File: config.mk
export PLATFORM = sky130hd
export DESIGN_NAME = vga_timing_gen_flat
export DESIGN_NICKNAME = d
export VERILOG_FILES = /design/src/rtl/vga_pkg.sv /design/src/rtl/vga_timing_gen_if.sv /design/src/rtl/vga_color_map.sv /design/src/rtl/vga_timing_gen.sv /design/src/flat_wrapper.sv
export SDC_FILE = /design/constraint.sdc
export NUM_CORES = 1
export LEC_CHECK = 0
export BUFFER_PORTS_ARGS = -buffer_cell sky130_fd_sc_hd__clkbuf_2
export CORE_ASPECT_RATIO = 1.4
export CORE_MARGIN = 2
export CORE_UTILIZATION = 35
export CTS_BUF_LIST = sky130_fd_sc_hd__clkbuf_8 sky130_fd_sc_hd__clkbuf_16
export DETAILED_ROUTE_END_ITERATION = 16
export GPL_ROUTABILITY_DRIVEN = 0
export PLACE_DENSITY = 0.56
export SLEW_MARGIN = 40
export SYNTH_ARGS = -nofsm -noshare
export SYNTH_HDL_FRONTEND = slang
export SYNTH_SLANG_ARGS = --single-unit
File: constraint.sdc
create_clock -name dclk -period 3 [get_ports dclk]
set_input_delay 0.3 -clock dclk [delete_from_list [all_inputs] [get_ports dclk]]
set_output_delay 0.3 -clock dclk [all_outputs]
set_load 0.01 [all_outputs]
File: src/rtl/vga_pkg.sv
`default_nettype none
// ============================================================================
// Module  : vga_pkg
// Purpose : Shared constants for the VGA timing engine: 640x480@60 timing
//           defaults, the 32-entry RGB565 palette and RGB332 expansion.
// Revision: 1.0  initial release
// ============================================================================
package vga_pkg;

    // 640x480@60 timing set (800 x 521 total)
    localparam int c_def_h_sync   = 96;
    localparam int c_def_h_bp     = 48;
    localparam int c_def_h_active = 640;
    localparam int c_def_h_fp     = 16;
    localparam int c_def_v_sync   = 2;
    localparam int c_def_v_bp     = 29;
    localparam int c_def_v_active = 480;
    localparam int c_def_v_fp     = 10;

    // Palette shared by every renderer in MODE 0 (RGB565)
    localparam logic [15:0] c_palette [32] = '{
        16'h0000, 16'h001F, 16'h07E0, 16'h07FF, 16'hF800, 16'hF81F, 16'hFFE0, 16'hFFFF,
        16'hF800, 16'hFBE0, 16'hFFE0, 16'hAFE5, 16'h07E0, 16'h07EF, 16'h041F, 16'h801F,
        16'h8410, 16'hC618, 16'h4208, 16'h2104, 16'h07FF, 16'h0410, 16'h8000, 16'h0010,
        16'h8010, 16'h8400, 16'h0400, 16'hFD20, 16'hFEA0, 16'hA145, 16'hFC18, 16'hB71C
    };

    // Expand RGB332 to RGB565 by replicating the high bits into the low bits
    function automatic logic [15:0] rgb332_to_565(input logic [7:0] c);
        return {c[7:5], c[7:6], c[4:2], c[4:2], c[1:0], c[1:0], c[1]};
    endfunction

endpackage
`default_nettype wire

File: src/rtl/vga_timing_gen_if.sv
`default_nettype none
// ============================================================================
// Module  : vga_timing_gen_if
// Purpose : Fetch handshake and video output bundle of the VGA timing engine.
//           master = timing engine, slave = frame buffer / display side.
// Revision: 1.0  initial release
// ============================================================================
interface vga_timing_gen_if #(
    parameter int CNT_W = 10
);
    logic             fetch_valid;
    logic [CNT_W-1:0] fetch_x;
    logic [CNT_W-1:0] fetch_y;
    logic [7:0]       color;
    logic             hsync;
    logic             vsync;
    logic             de;
    logic [4:0]       red;
    logic [5:0]       green;
    logic [4:0]       blue;
    logic             line_start;
    logic             frame_start;

    modport master (
        output fetch_valid, fetch_x, fetch_y,
        input  color,
        output hsync, vsync, de, red, green, blue, line_start, frame_start
    );

    modport slave (
        input  fetch_valid, fetch_x, fetch_y,
        output color,
        input  hsync, vsync, de, red, green, blue, line_start, frame_start
    );
endinterface
`default_nettype wire

File: src/rtl/vga_color_map.sv
`default_nettype none
// ============================================================================
// Module  : vga_color_map
// Purpose : Combinational colour index to RGB565 converter.
//           MODE 0: 32-entry palette, indices >= 32 are black.
//           MODE 1: direct RGB332 expansion.
// Revision: 1.0  initial release
// ============================================================================
module vga_color_map
    import vga_pkg::*;
#(
    parameter int MODE = 0
) (
    input  wire  [7:0]  i_index,
    output logic [15:0] o_rgb
);

    generate
        if (MODE == 1) begin : g_rgb332
            assign o_rgb = rgb332_to_565(i_index);
        end else begin : g_palette
            assign o_rgb = (i_index[7:5] == 3'b000) ? c_palette[i_index[4:0]] : 16'h0000;
        end
    endgenerate

endmodule
`default_nettype wire

File: src/rtl/vga_timing_gen.sv
`default_nettype none
// ============================================================================
// Module  : vga_timing_gen
// Purpose : Programmable VGA timing generator with one-cycle-ahead pixel
//           fetch and registered, mutually aligned sync/de/RGB outputs.
//           Counter position -> outputs is exactly two ce cycles.
// Revision: 1.0  initial release
// ============================================================================
module vga_timing_gen
    import vga_pkg::*;
#(
    parameter int H_SYNC    = c_def_h_sync,
    parameter int H_BP      = c_def_h_bp,
    parameter int H_ACTIVE  = c_def_h_active,
    parameter int H_FP      = c_def_h_fp,
    parameter int V_SYNC    = c_def_v_sync,
    parameter int V_BP      = c_def_v_bp,
    parameter int V_ACTIVE  = c_def_v_active,
    parameter int V_FP      = c_def_v_fp,
    parameter int HSYNC_POL = 0,
    parameter int VSYNC_POL = 0,
    parameter int MODE      = 0,
    parameter int CNT_W     = 10
) (
    input wire               dclk,
    input wire               clr_n,
    input wire               ce,
    vga_timing_gen_if.master bus
);

    localparam int c_h_total = H_SYNC + H_BP + H_ACTIVE + H_FP;
    localparam int c_v_total = V_SYNC + V_BP + V_ACTIVE + V_FP;

    localparam logic [CNT_W-1:0] c_h_last  = CNT_W'(c_h_total - 1);
    localparam logic [CNT_W-1:0] c_h_start = CNT_W'(H_SYNC + H_BP);
    localparam logic [CNT_W-1:0] c_h_end   = CNT_W'(H_SYNC + H_BP + H_ACTIVE);
    localparam logic [CNT_W-1:0] c_h_sync  = CNT_W'(H_SYNC);
    localparam logic [CNT_W-1:0] c_v_last  = CNT_W'(c_v_total - 1);
    localparam logic [CNT_W-1:0] c_v_start = CNT_W'(V_SYNC + V_BP);
    localparam logic [CNT_W-1:0] c_v_end   = CNT_W'(V_SYNC + V_BP + V_ACTIVE);
    localparam logic [CNT_W-1:0] c_v_sync  = CNT_W'(V_SYNC);
    localparam logic             c_hs_on   = (HSYNC_POL != 0);
    localparam logic             c_vs_on   = (VSYNC_POL != 0);

    // Reject timing sets that overflow the counters or have empty porches/syncs
    generate
        if (c_h_total >= (1 << CNT_W) || c_v_total >= (1 << CNT_W) ||
            H_SYNC == 0 || H_BP == 0 || H_FP == 0 ||
            V_SYNC == 0 || V_BP == 0 || V_FP == 0) begin : g_param_check
            $error("vga_timing_gen: illegal timing parameters for CNT_W");
        end
    endgenerate

    logic [CNT_W-1:0] r_hc;
    logic [CNT_W-1:0] r_vc;
    logic             w_fetch_valid;
    logic [CNT_W-1:0] w_fetch_x;
    logic [CNT_W-1:0] w_fetch_y;
    logic             r_s1_hs;
    logic             r_s1_vs;
    logic             r_s1_valid;
    logic             r_s1_first_x;
    logic             r_s1_first_xy;
    logic [15:0]      w_rgb;
    logic             r_hsync;
    logic             r_vsync;
    logic             r_de;
    logic [15:0]      r_rgb;
    logic             r_line_start;
    logic             r_frame_start;

    // Raster counters: hc wraps at line end and carries into vc
    always_ff @(posedge dclk or negedge clr_n) begin
        if (!clr_n) begin
            r_hc <= '0;
            r_vc <= '0;
        end else if (ce) begin
            if (r_hc == c_h_last) begin
                r_hc <= '0;
                r_vc <= (r_vc == c_v_last) ? '0 : r_vc + CNT_W'(1);
            end else begin
                r_hc <= r_hc + CNT_W'(1);
            end
        end
    end

    // Stage 0: active-area decode and fetch coordinates straight from counters
    always_comb begin
        w_fetch_valid = (r_hc >= c_h_start) && (r_hc < c_h_end) &&
                        (r_vc >= c_v_start) && (r_vc < c_v_end);
        w_fetch_x     = '0;
        w_fetch_y     = '0;
        if (w_fetch_valid) begin
            w_fetch_x = r_hc - c_h_start;
            w_fetch_y = r_vc - c_v_start;
        end
    end

    // Stage 1: raw syncs, fetch validity and first-pixel flags
    always_ff @(posedge dclk or negedge clr_n) begin
        if (!clr_n) begin
            r_s1_hs       <= 1'b0;
            r_s1_vs       <= 1'b0;
            r_s1_valid    <= 1'b0;
            r_s1_first_x  <= 1'b0;
            r_s1_first_xy <= 1'b0;
        end else if (ce) begin
            r_s1_hs       <= (r_hc < c_h_sync);
            r_s1_vs       <= (r_vc < c_v_sync);
            r_s1_valid    <= w_fetch_valid;
            r_s1_first_x  <= w_fetch_valid && (w_fetch_x == '0);
            r_s1_first_xy <= w_fetch_valid && (w_fetch_x == '0) && (w_fetch_y == '0);
        end
    end

    // The colour returned for the stage-1 fetch arrives now, so it is
    // converted combinationally and registered together with stage 2
    vga_color_map #(
        .MODE (MODE)
    ) u_color_map (
        .i_index (bus.color),
        .o_rgb   (w_rgb)
    );

    // Stage 2: polarity-corrected syncs, data enable and blanked RGB
    always_ff @(posedge dclk or negedge clr_n) begin
        if (!clr_n) begin
            r_hsync <= ~c_hs_on;
            r_vsync <= ~c_vs_on;
            r_de    <= 1'b0;
            r_rgb   <= 16'h0000;
        end else if (ce) begin
            r_hsync <= r_s1_hs ? c_hs_on : ~c_hs_on;
            r_vsync <= r_s1_vs ? c_vs_on : ~c_vs_on;
            r_de    <= r_s1_valid;
            r_rgb   <= r_s1_valid ? w_rgb : 16'h0000;
        end
    end

    // Start pulses last one dclk, even when ce stays low afterwards
    always_ff @(posedge dclk or negedge clr_n) begin
        if (!clr_n) begin
            r_line_start  <= 1'b0;
            r_frame_start <= 1'b0;
        end else begin
            r_line_start  <= ce && r_s1_first_x;
            r_frame_start <= ce && r_s1_first_xy;
        end
    end

    assign bus.fetch_valid = w_fetch_valid;
    assign bus.fetch_x     = w_fetch_x;
    assign bus.fetch_y     = w_fetch_y;
    assign bus.hsync       = r_hsync;
    assign bus.vsync       = r_vsync;
    assign bus.de          = r_de;
    assign bus.red         = r_rgb[15:11];
    assign bus.green       = r_rgb[10:5];
    assign bus.blue        = r_rgb[4:0];
    assign bus.line_start  = r_line_start;
    assign bus.frame_start = r_frame_start;

endmodule
`default_nettype wire
File: src/flat_wrapper.sv
// flat-port wrapper written by rule: the top's interface ports become plain ports
module vga_timing_gen_flat import vga_pkg::*;
#(
    parameter int H_SYNC    = c_def_h_sync,
    parameter int H_BP      = c_def_h_bp,
    parameter int H_ACTIVE  = c_def_h_active,
    parameter int H_FP      = c_def_h_fp,
    parameter int V_SYNC    = c_def_v_sync,
    parameter int V_BP      = c_def_v_bp,
    parameter int V_ACTIVE  = c_def_v_active,
    parameter int V_FP      = c_def_v_fp,
    parameter int HSYNC_POL = 0,
    parameter int VSYNC_POL = 0,
    parameter int MODE      = 0,
    parameter int CNT_W     = 10
)
  (dclk, clr_n, ce, bus_fetch_valid, bus_fetch_x, bus_fetch_y, bus_color, bus_hsync, bus_vsync, bus_de, bus_red, bus_green, bus_blue, bus_line_start, bus_frame_start);
  vga_timing_gen_if #(.CNT_W(CNT_W)) bus_i ();
  input wire dclk;
  input wire clr_n;
  input wire ce;
  output wire logic [$bits(bus_i.fetch_valid)-1:0] bus_fetch_valid;
  output wire logic [$bits(bus_i.fetch_x)-1:0] bus_fetch_x;
  output wire logic [$bits(bus_i.fetch_y)-1:0] bus_fetch_y;
  input wire logic [$bits(bus_i.color)-1:0] bus_color;
  output wire logic [$bits(bus_i.hsync)-1:0] bus_hsync;
  output wire logic [$bits(bus_i.vsync)-1:0] bus_vsync;
  output wire logic [$bits(bus_i.de)-1:0] bus_de;
  output wire logic [$bits(bus_i.red)-1:0] bus_red;
  output wire logic [$bits(bus_i.green)-1:0] bus_green;
  output wire logic [$bits(bus_i.blue)-1:0] bus_blue;
  output wire logic [$bits(bus_i.line_start)-1:0] bus_line_start;
  output wire logic [$bits(bus_i.frame_start)-1:0] bus_frame_start;
  assign bus_fetch_valid = bus_i.fetch_valid;
  assign bus_fetch_x = bus_i.fetch_x;
  assign bus_fetch_y = bus_i.fetch_y;
  assign bus_i.color = bus_color;
  assign bus_hsync = bus_i.hsync;
  assign bus_vsync = bus_i.vsync;
  assign bus_de = bus_i.de;
  assign bus_red = bus_i.red;
  assign bus_green = bus_i.green;
  assign bus_blue = bus_i.blue;
  assign bus_line_start = bus_i.line_start;
  assign bus_frame_start = bus_i.frame_start;
  vga_timing_gen #(.H_SYNC(H_SYNC), .H_BP(H_BP), .H_ACTIVE(H_ACTIVE), .H_FP(H_FP), .V_SYNC(V_SYNC), .V_BP(V_BP), .V_ACTIVE(V_ACTIVE), .V_FP(V_FP), .HSYNC_POL(HSYNC_POL), .VSYNC_POL(VSYNC_POL), .MODE(MODE), .CNT_W(CNT_W)) u_core (.dclk(dclk), .clr_n(clr_n), .ce(ce), .bus(bus_i));
endmodule
## Word-level counts from Yosys, hierarchy flattened

Memories as Yosys holds them, arrays and structs flattened.
Index checks and enable logic that the tools add are counted.

| word-level totals | value |
|---|---|
| register bits | 46 |
| bits in read-only memories | 512 |
| bits of input ports | 11 |
| memories | 1 |

Memories:

| name | words | bits a word | rd ports | clocked after Yosys merged registers in | wr ports | RTL line | text |
|---|---|---|---|---|---|---|---|
| (no name shown) | 32 | 16 | 1 | 0 | 0 | vga_color_map.sv:22 | `assign o_rgb = (i_index[7:5] == 3'b000) ? c_palette[i_index[4:0]] : 16'h0000;` |

| operators by class | value |
|---|---|
| add/sub/neg operators | 4 |
| magnitude comparators | 7 |
| equality and inequality tests | 2 |
| muxes and demuxes | 10 |
| bitwise gates (word level) | 1 |
| reduce and logical (&&, ||, !) cells | 11 |

Operators with widths:

| cell | count |
|---|---|
| $mux W16 | 4 |
| $mux W10 | 4 |
| $add A10 B1 Y10 const B | 2 |
| $eq A10 B10 Y1 const B | 2 |
| $logic_not A10 Y1 | 2 |
| $ge A10 B5 Y1 const B | 1 |
| $ge A10 B8 Y1 const B | 1 |
| $lt A10 B10 Y1 const B | 1 |
| $lt A10 B2 Y1 const B | 1 |
| $lt A10 B7 Y1 const B | 1 |
| $lt A10 B9 Y1 const B | 1 |
| $sub A10 B5 Y10 const B | 1 |
| $sub A10 B8 Y10 const B | 1 |
| $logic_and A1 B1 Y1 | 7 |
| $ge A6 B6 Y1 const B | 1 |
| $not A5 Y6 | 1 |
| $logic_not A3 Y1 | 1 |
| $mux W1 | 2 |
| $reduce_and A2 Y1 | 1 |

## Depth between registers and ports, before layout

| depth | value |
|---|---|
| word-level depth | 8 |
| mapped depth | 8 |
| mapped depth without buffers | 8 |

## Modules after synthesis

A second synthesis with hierarchy kept.

| second synthesis, totals | value |
|---|---|
| cells, all modules | 392 |
| area, all modules | 3291.9 µm² |

By module, submodules not included:

| module | times used | cells an instance | area each (µm²) | seq. area each (µm²) |
|---|---|---|---|---|
| vga_timing_gen | 1 | 291 | 2544.9 | 1153.6 |
| vga_color_map | 1 | 101 | 747.0 | 0.0 |

## Worst setup path after synthesis

No wires, ideal clock.

| timing | value |
|---|---|
| path type | register to output |
| from | register u_core.r_vc[1] |
| to | output port bus_fetch_x[6] |
| data arrival time | 1.802 ns |
| slack | 0.898 ns |
| stages on the path, launching flop included | 8 |
| buffers on the path | 2 |
| path through | dfrtp_1 > ha_1 > and4_1 > buf_2 > mux2_2 > nand3_4 > buf_2 > nor2_1 |

| on the way | value |
|---|---|
| word-level cells in the longest chain between the ends | 4 |
| elaborated cells on any way between the ends | 5 |
| those cells by class | order compare (2); mux (1); reduce/logical (2) |

Ends and longest elaborated chain:

| element | RTL line | text |
|---|---|---|
| start, declared | vga_timing_gen.sv:55 | `logic [CNT_W-1:0] r_vc;` |
| start signal, assigned | vga_timing_gen.sv:80 | `r_vc <= (r_vc == c_v_last) ? '0 : r_vc + CNT_W'(1);` |
| $ge A10 B5 Y1 | vga_timing_gen.sv:90 | `(r_vc >= c_v_start) && (r_vc < c_v_end);` |
| $logic_and A1 B1 Y1 | vga_timing_gen.sv:89 | `w_fetch_valid = (r_hc >= c_h_start) && (r_hc < c_h_end) &&` |
| $logic_and A1 B1 Y1 (*) | vga_timing_gen.sv:90 |  |
| $mux W10 (*) | vga_timing_gen.sv:93 | `if (w_fetch_valid) begin` |
| end, declared | flat_wrapper.sv:23 | `output wire logic [$bits(bus_i.fetch_x)-1:0] bus_fetch_x;` |

Every way passes the cells marked *; elsewhere a longest branch is shown, timed or not.

## Worst setup path in the final report

| timing | value |
|---|---|
| from | register u_core.r_vc[1] |
| to | output port bus_fetch_x[3] |

Same word-level chain as after synthesis.

==> summary.md <==
| Metric | Value |
|---|---|
| Status | finished, final reports clean |
| Post-synth ARST share | 100% |
| Hold path endpoint | u_core.bus.hsync |
| Starting Density | 35.9% |
| Worst hold start | u_core.r_s1_hs |
| Post-layout instance count excluding filler cells | 510 |
| Chip Height | 115 µm |
| CTS tree | done |
| Crit path cell chain | ha_1, and4_1, mux2_2, nand3_4, inv_4, and2_1, clkbuf_2 |
| Crit-path max cell delay | 0.46 ns |
| VDD IR-drop max | 0.231 mV |
| Slew Limit Fails | 0 |
| Setup CP Type | flip-flop to output port |
| Post-synth top area cell | dfrtp_1 |
| Multi-input logic area | 1670 µm² |
| Fin Setup TNS | 0 ns |
| Flops & latches, synth | 46 |
| Clock transition at the registers of the reported paths | 0.06 ns |
| Register area | 1150 µm² |
| # IOs | 53 |
| Htree depth | 2 |
| Maximum clock path buffer count | 2 |
| Min Hold Slack | 0.407 ns |
| CTS-repair resized insts | 0 |
| Final Util | 41.5% |
| Total gr overflow | 0 |
| All-Layer GR Usage | 16.8% |
| Fillcell total | 881 |
| CTS Buf Count | 5 |
| Max_cap viols | 0 |
| Vias in the first global route | 2,659 |
| Critical Path End Type | output port |
| First-pass iteration count of the detailed router | 4 |
| Postcts setup bufs | 0 |
| DRT iter0 DRCs | 81 |
| FP Rows | 40 |
| Setup violators final | 0 |
| Die X | 83.2 µm |
| Crit Path Max Fanout | 19 |
| Int Power | 1.14 mW |
| Top-area cell type share of the netlist area | 35.8% |
| Clk sinks | 46 |
| DRC errors left | 0 |
| Root buffer cell | clkbuf_16 |
| Routed wire per std cell | 15.1 µm |
| Unrepaired setup endpoints after global routing | no |
| Antenna Nets Post-Route | 0 |
| Hold Path Stages | 1 |
| Switching pwr | 0.516 mW |
| Cell area after synthesis | 3070 µm² |
| DP Wirelength | 5640 µm |
| Synth Area per Inst | 8.37 µm² |
| WP data required | 2.70 ns |
| Crit path DAT | 2.39 ns |
| Clock Power Share | 33.9% |
| Distinct cells, synth | 60 |
| Post-synth EDFFs | 0 |
| Worst path slowest cell | dfrtp_1 |
| Gate Count Post-Synth | 367 |
| Max transition margin | 58.9% |
| Synth area leaders | dfrtp_1 (36%), ha_1 (6.1%), inv_1 (4.3%) |
| Final Hold Fails | 0 |
| Yosys warns | 0 |
| Crit Reg-Reg Startpoint | u_core.r_vc[1] |
| Critical Path Start Type | flip-flop |
| Register area share after synthesis | 37.5% |
| Worst path bufs/invs | 2 |
| Commonest non-fill, non-tap cell in the layout | clkbuf_2 |
| Layout net count | 430 |
| Syn_nets | 393 |
| Largest net degree at the start of global routing | 27 |
| Sw Share | 31.2% |
| Final worst-path cycle share | 89.7% |
| Tightest Pin Transition | 0.614 ns |
| Leak | 1.62 nW |
| PD cells | 465 nW/µm² |
| Logic pwr share | 20.2% |
| I/O Buffers | 52 |
| HP Class | flip-flop to flip-flop |
| Inserted Diodes | 0 |
| Via count | 2,751 |
| Commonest non-fill, non-tap cells in the layout | clkbuf_2 (52), dfrtp_1 (44), inv_1 (36) |
| RR Endpoint | u_core.r_s1_valid |
| Core ar. | 8560 µm² |
| Full die area | 9560 µm² |
| Tmin final | 2.69 ns |
| Area Growth Syn to Fin | 15.6% |
| Placed cells | 500 |
| Primary FF master, synth | dfrtp_1 |
| Sequential power share | 45.9% |
| Clk_lat worst skew | 0.29 ns |
| FF-to-FF setup slack | 0.80 ns |
| DRT Wirelength | 7700 µm |
| FMAX | 0.372 GHz |
| Kind of cell adding the most delay to the critical path | simple AND/OR/NAND/NOR gates |
| Post-Route Skew | 0.00330 ns |
| Reg2Reg Depth | 6 |
| Share of layout cells above drive strength 1 | 19.8% |
| Initial antenna violation count | 0 |
| Post-DR vias/cell | 5.39 |
| First-pass GRT wire length | 12,900 µm |
[what timing repair did]
action | CTS | global route
hold buffers | 0 | 1
endpoints found under the hold margin | 0 | 12
endpoints found under the setup margin | 0 | 0
[layer usage]
layer	vias up	wire, µm	global-route usage, %
li1	1352	-	-
met1	1332	3270	19.1
met2	56	4040	30.7
met3	11	227	2.94
met4	0	163	7.32
met5	-	0	0
[stage by stage]
stage / worst slack, ns / cell area (µm²) / power (mW)
floorplan: 0.898 / 3070 / 1.00
global placement: 0.672 / 3370 / 1.10
detailed placement: 0.616 / 3370 / 1.10
CTS: 0.293 / 3520 / 1.67
global route: 0.122 / 3550 / 1.76
finish: 0.308 / 3550 / 1.65
[worst max path at each step]
stage / from / endpoint / slack, ns / depth (start not counted)
after floorplan: u_core.r_vc[1] / bus_fetch_x[6] / 0.90 / 7
after global placement: u_core.r_vc[1] / bus_fetch_x[3] / 0.67 / 7
after detailed placement: u_core.r_vc[1] / bus_fetch_x[2] / 0.62 / 7
after CTS: u_core.r_vc[1] / bus_fetch_x[2] / 0.29 / 7
after global routing: u_core.r_vc[0] / bus_fetch_x[2] / 0.12 / 7
final: u_core.r_vc[1] / bus_fetch_x[3] / 0.31 / 7
[cell families after synthesis]
logic type | Yosys count | synth area share, %
compound gates | 93 | 19.6
xor+xnor | 20 | 5.70
fa+ha+maj | 15 | 6.11
buf+inv | 63 | 8.22
flops | 46 | 37.5
mux | 8 | 2.81
simple gates | 122 | 20.0
[state kept, by name, summed over array words and instances (netlist names)]
register / cells
u_core.r_hc: 10
u_core.r_s1_valid: 1
u_core.r_s1_first_xy: 1
u_core.r_rgb: 16
u_core.r_s1_first_x: 1
u_core.bus.line_start: 1
u_core.r_s1_hs: 1
u_core.bus.de: 1
u_core.r_s1_vs: 1
u_core.r_vc: 10
u_core.bus.hsync: 1
u_core.bus.frame_start: 1
u_core.bus.vsync: 1
[Yosys cell counts, drive strengths merged, types with 2 or more instances]
master and count:
a21boi 4, a21oi 14, a31oi 7, and2 7
and3 2, and4 2, buf 10, clkbuf 16
dfrtp 44, dfstp 2, ha 15, inv 36
mux2 5, mux2i 3, nand2 28, nand2b 3
nand3 15, nand4 7, nor2 35, nor2b 3
nor3 9, nor4 2, o211ai 4, o21ai 26
o22ai 16, o31ai 3, o32ai 2, o41ai 2
or2 3, or4 2, xnor2 12, xor2 8
[cell type report]
class / instances / area share (%)
Multi-Input combinational cell: 258 / 46.9
Clock inverter: 2 / 0.246
Clock buffer: 6 / 3.91
Sequential cell: 46 / 32.5
Tap cell: 105 / 3.70
Timing Repair Buffer: 56 / 8.80
Inverter: 37 / 3.98
[power groups by stage]
| stage | registers [mW] | logic (mW) | clock network, mW |
|---|---|---|---|
| finish | 0.759 | 0.333 | 0.561 |
| global route | 0.774 | 0.381 | 0.600 |
| CTS | 0.759 | 0.330 | 0.584 |
| detailed placement | 0.770 | 0.325 | 0 |
| global placement | 0.771 | 0.325 | 0 |
| floorplan | 0.721 | 0.281 | 0 |
No activity file was read; power rests on OpenSTA's default activity.
